`src/rtl/uart_tx_arbiter.sv`:
```
// Round-robin, packet-granular arbiter sharing one uart_tx among NUM_REQ byte streams.
// Optional UART_ARB_TAG_EN: sends tag byte 8'hF0|id ahead of each newly granted packet.
module uart_tx_arbiter #(
    parameter int NUM_REQ      = 4,
    parameter int BUSY_TIMEOUT = 16
) (
    input  logic                   clk,
    input  logic                   reset,
    input  logic [NUM_REQ-1:0]     req_valid,
    input  logic [8*NUM_REQ-1:0]   req_data,
    input  logic [NUM_REQ-1:0]     req_last,
    output logic [NUM_REQ-1:0]     req_ready,
    output logic [NUM_REQ-1:0]     grant,
    output logic                   tx_start,
    output logic [7:0]             tx_data,
    input  logic                   tx_busy,
    output logic                   timeout
);
    localparam int IW = $clog2(NUM_REQ);
    localparam int CW = $clog2(BUSY_TIMEOUT + 1);

    typedef enum logic [2:0] {IDLE, LOAD, START, WAIT_HI, WAIT_LO} state_t;

    state_t               state_q;
    logic [IW-1:0]        ptr_q;
    logic [IW-1:0]        gidx_q;
    logic                 last_q;
    logic [CW-1:0]        cnt_q;
    logic [NUM_REQ-1:0]   grant_q;
    logic [NUM_REQ-1:0]   req_ready_q;
    logic                 tx_start_q;
    logic [7:0]           tx_data_q;
    logic                 timeout_q;
`ifdef UART_ARB_TAG_EN
    logic                 tag_q;
`endif

    logic                 pick_found_d;
    logic [IW-1:0]        pick_idx_d;
    logic [IW-1:0]        ptr_d;

    // Scan downwards so the lowest offset from ptr wins.
    always_comb begin
        pick_found_d = 1'b0;
        pick_idx_d   = ptr_q;
        for (int k = NUM_REQ - 1; k >= 0; k--) begin
            if (req_valid[(int'(ptr_q) + k) % NUM_REQ]) begin
                pick_found_d = 1'b1;
                pick_idx_d   = IW'((int'(ptr_q) + k) % NUM_REQ);
            end
        end
        ptr_d = (gidx_q == IW'(NUM_REQ - 1)) ? '0 : gidx_q + 1'b1;
    end

    always_ff @(posedge clk) begin
        if (reset) begin
            state_q     <= IDLE;
            ptr_q       <= '0;
            gidx_q      <= '0;
            last_q      <= 1'b0;
            cnt_q       <= '0;
            grant_q     <= '0;
            req_ready_q <= '0;
            tx_start_q  <= 1'b0;
            tx_data_q   <= 8'h00;
            timeout_q   <= 1'b0;
`ifdef UART_ARB_TAG_EN
            tag_q       <= 1'b0;
`endif
        end else begin
            req_ready_q <= '0;
            tx_start_q  <= 1'b0;
            case (state_q)
                IDLE: begin
                    if (pick_found_d) begin
                        grant_q <= {{(NUM_REQ-1){1'b0}}, 1'b1} << pick_idx_d;
                        gidx_q  <= pick_idx_d;
`ifdef UART_ARB_TAG_EN
                        tag_q   <= 1'b1;
`endif
                        state_q <= LOAD;
                    end
                end
                LOAD: begin
`ifdef UART_ARB_TAG_EN
                    if (!tx_busy && tag_q) begin
                        tx_data_q <= 8'hF0 | 8'(gidx_q);
                        last_q    <= 1'b0;
                        tag_q     <= 1'b0;
                        state_q   <= START;
                    end else
`endif
                    if (!tx_busy && req_valid[gidx_q]) begin
                        tx_data_q   <= req_data[8*gidx_q +: 8];
                        req_ready_q <= grant_q;
                        last_q      <= req_last[gidx_q];
                        state_q     <= START;
                    end
                end
                START: begin
                    tx_start_q <= 1'b1;
                    cnt_q      <= '0;
                    state_q    <= WAIT_HI;
                end
                WAIT_HI: begin
                    if (tx_busy) begin
                        state_q <= WAIT_LO;
                    end else if (cnt_q == CW'(BUSY_TIMEOUT - 1)) begin
                        timeout_q <= 1'b1;
                        state_q   <= WAIT_LO;
                    end else begin
                        cnt_q <= cnt_q + 1'b1;
                    end
                end
                WAIT_LO: begin
                    if (!tx_busy) begin
                        if (last_q) begin
                            grant_q <= '0;
                            ptr_q   <= ptr_d;
                            state_q <= IDLE;
                        end else begin
                            state_q <= LOAD;
                        end
                    end
                end
                default: state_q <= IDLE;
            endcase
        end
    end

    assign req_ready = req_ready_q;
    assign grant     = grant_q;
    assign tx_start  = tx_start_q;
    assign tx_data   = tx_data_q;
    assign timeout   = timeout_q;
endmodule
```
`config.mk`:
```
export PLATFORM = sky130hd
export DESIGN_NAME = uart_tx_arbiter
export DESIGN_NICKNAME = d
export VERILOG_FILES = /design/src/rtl/uart_tx_arbiter.sv
export SDC_FILE = /design/constraint.sdc
export NUM_CORES = 1
export LEC_CHECK = 0
export ABC_CLOCK_PERIOD_IN_PS = 2200
export BUFFER_PORTS_ARGS = -buffer_cell sky130_fd_sc_hd__buf_2
export CORE_ASPECT_RATIO = 1.1
export CORE_MARGIN = 2
export CORE_UTILIZATION = 29
export CTS_CLUSTER_SIZE = 8
export DETAILED_ROUTE_END_ITERATION = 10
export SYNTH_ARGS = -nofsm -noshare
export SYNTH_HDL_FRONTEND = slang
export SYNTH_SLANG_ARGS = --single-unit
```
`constraint.sdc`:
```
create_clock -name clk -period 2.2 [get_ports clk]
set_input_delay 0.11 -clock clk [delete_from_list [all_inputs] [get_ports clk]]
set_output_delay 0.11 -clock clk [all_outputs]
set_load 0.02 [all_outputs]
```
==> flow_summary.ini <==
[synth]
synthCells = 158
yosysSeqAreaShare_pct = 38.6
syn_avg_cell_area_um2 = 10.2
synth_area_mm2 = 0.00161
synth_top_family_by_area = multiplexers
yosys.area_share.xor_xnor_pct = 1.09
syn_nets = 204
synthSimpleGateAreaFrac_pct = 21.8
synth_adder_area_share_pct = 2.33
yosysUniqueCellTypes = 42
yosys_warnings = 0
muxShareOfSynthArea_pct = 22.2
synth-compound-area-share_pct = 10.4
ys_seq_elements = 31

[critical_path]
worstSetupEndpointType = flop
worstSetupPathType = flop to flop
max_stage_delay_ps = 340
critPathArrivalTime_ps = 2130
crit_top_cell = ha_1
start_kind = flop
crit_fanout = 4
critical_path.cell_chain = ha_1 -> and3_1 -> ha_1 -> or2_1 -> a21oi_1 -> nand4_1 -> xor2_1 -> nor3_1
required_ps = 2410
crit_slowest_cell = dfxtp_1

[clocking]
cts_tree = done
clock_path_buffers = 2
cts_hold_buf = 0
clock-sinks = 31
clockRootBuffer = clkbuf_8
clock_latency_ps = 280
clk_pin_slew_ps = 70
htree_levels = 2
postCtsResizedCells = 0
cts_buffers = 5
post_cts.repair.setup_buffers = 0

[timing]
hold_violations = 0
post-route-min-period_ps = 1920
fmax_mhz = 521
setup_viol = 0
slew_headroom_pct = 61.3
min_period_over_period_pct = 87.2
rsz0062_at_grt = false
finClkSkew_ps = 4.26
slew_viol_final = 0
tns_ps = 0
worstMarginPinSlew_ps = 575

[global_route]
antenna_found_initial = 0
grt_pass1_wl_mm = 5.59
grt_pass1_vias = 1317
grt_max_degree = 29
grt_usage_pct = 12.1
overflow = 0

[die]
die_area_mm2 = 0.00616
die_w_um = 75.0
die_height_um = 82.1
ios = 61
row_count = 28
core_area_mm2 = 0.00536
start_util_pct = 30.0

[power_and_ir_drop]
ir_drop_uv = 195
p_seq_share_pct = 47.8
pwr-share-comb_pct = 16.9
p_per_area_mw_per_mm2 = 604
switchingPower_uw = 338
power.leakage_nw = 0.937
cellInternalPower_uw = 906
total_power_mw = 1.24
swShare_pct = 27.1
p_clk_share_pct = 35.2

[place]
dp_cells = 288
portBuffers = 60
dp_hpwl_mm = 2.57
gp_congestion = 0.742

[cells_and_area]
fin_cells = 296
final_nets = 266
nFillCells = 566
final_layout_size_suffix_gt1_share_pct = 38.5
antennaDiodeCount = 0
syn_to_final_growth_pct = 28.0

[detailed_routing]
wirelength_mm = 3.43
drtAntennaViolNets = 0
drc = 0
post_drt_wl_per_cell_um = 11.6
num_vias = 1382
dr.pass1.iters = 4
drt_iter0_drc = 91
via_per_inst = 4.67

[outcome]
outcome = completed

[worst_hold_path]
min_path_type = primary input to flop

[flow_run]
maxCapViolations = 0
path summary, 6_finish.rpt:
check                 from    endpoint  slack (ps)  depth (start not counted)
setup / recovery  cnt_q[0]    cnt_q[3]         280                          8
hold reg to reg   grant[0]    grant[0]         460                          2
setup reg to reg  cnt_q[0]    cnt_q[3]         280                          8
hold / removal     tx_busy  state_q[2]         180                          3
metrics by stage:
| stage | setup WS, ps | hold slack [ps] | cell area, µm² | util [%] |
|---|---|---|---|---|
| final | 282 | 183 | 2060 | 38.4 |
| after global routing | 85.0 | 219 | 2060 | 38.4 |
| after CTS | 259 | 174 | 2060 | 38.4 |
| after detailed placement | 285 | 458 | 1970 | 36.8 |
| after global placement | 334 | 456 | 1970 | 36.8 |
| after floorplan | 418 | 284 | 1610 | - |
worst max-delay path, delay by kind of cell, from the launching register on:
family / cells / cell delay, ps
xor+xnor: 1 / 150
fa+ha+maj: 2 / 390
flops: 1 / 340
compound gates: 1 / 240
simple gates: 4 / 710
cell usage after synthesis:
cell type | number | area, µm²
mux4_2 | 10 | 225
mux2i_1 | 12 | 120
and2_1 | 5 | 31.3
a21oi_1 | 12 | 60.1
xor2_1 | 2 | 17.5
a21o_1 | 1 | 7.51
a211oi_1 | 1 | 7.51
o21a_1 | 1 | 7.51
a21bo_1 | 1 | 10.0
a32oi_1 | 1 | 8.76
nand4_1 | 1 | 6.26
nor4_2 | 1 | 12.5
dfxtp_1 | 31 | 621
and3_1 | 1 | 6.26
nor3b_1 | 1 | 7.51
or2_1 | 2 | 12.5
buf_2 | 1 | 5.00
buf_1 | 1 | 3.75
a31oi_1 | 1 | 6.26
nor2b_1 | 3 | 18.8
buf_12 | 1 | 20.0
mux2_2 | 1 | 11.3
nand2b_1 | 5 | 31.3
nand3_1 | 2 | 10.0
or3_1 | 1 | 6.26
or3b_1 | 1 | 8.76
ha_1 | 3 | 37.5
a22oi_1 | 1 | 7.51
buf_4 | 1 | 7.51
o22ai_1 | 2 | 12.5
or4_4 | 1 | 11.3
nor4_1 | 1 | 6.26
o41ai_4 | 1 | 27.5
clkbuf_1 | 4 | 15.0
nor3_1 | 7 | 35.0
o21ai_0 | 1 | 5.00
inv_1 | 2 | 7.51
and3b_1 | 1 | 8.76
a21boi_1 | 1 | 7.51
nor4_4 | 1 | 21.3
nor2_1 | 22 | 82.6
nand2_1 | 9 | 33.8
cells by family (layout without fill, tap and decap cells):
| family | count (synthesis) | in the layout |
|---|---|---|
| adder cells (fa/ha/maj) | 3 | 3 |
| multiplexers | 23 | 23 |
| buffers and inverters | 10 | 73 |
| XOR/XNOR | 2 | 2 |
| AO/OA/AOI/OAI | 24 | 24 |
| flip-flops | 31 | 31 |
| AND/OR/NAND/NOR | 65 | 65 |
state kept, by name (all words and copies together) (netlist names):
register	flops
ptr_q	2
cnt_q	5
tx_start	1
tx_data	8
gidx_q	2
req_ready	4
timeout	1
last_q	1
state_q	3
grant	4
cell usage in the layout (no fill, tap or decap), drive strengths merged, types with 2 or more instances in the layout:
cell and count:
or2 2, mux4 10, clkbuf 6, nor3 7
nor2 22, o22ai 2, ha 3, nor2b 3
nand2b 5, mux2i 12, nor4 3, xor2 2
inv 2, a21oi 12, and2 5, nand2 9
nand3 2, dfxtp 31, buf 63
layer usage:
metal	track usage, %	vias up	wire length [µm]
met5	0	-	0
met4	6.61	0	97
met3	4.49	9	251
met2	19.8	55	1590
met1	13.5	620	1490
li1	-	698	-
area by class of cell:
| cell class | count | area [µm²] | area share (%) |
|---|---|---|---|
| clock buffer | 6 | 72.6 | 3.52 |
| clock inverter | 2 | 12.5 | 0.608 |
| inverter | 2 | 7.51 | 0.365 |
| multi-input combinational | 117 | 930 | 45.1 |
| sequential | 31 | 621 | 30.1 |
| tap | 75 | 93.8 | 4.56 |
| timing repair buffer | 63 | 323 | 15.7 |
power groups by stage:
stage	combinational [mW]	sequential, mW	clock (mW)
6_report	0.211	0.595	0.438
5_1_grt	0.234	0.597	0.472
4_1_cts	0.214	0.594	0.451
3_5_place_dp	0.213	0.607	0
3_3_place_gp	0.209	0.607	0
2_1_floorplan	0.128	0.616	0
Note: power is estimated with default switching activity, not from simulation.
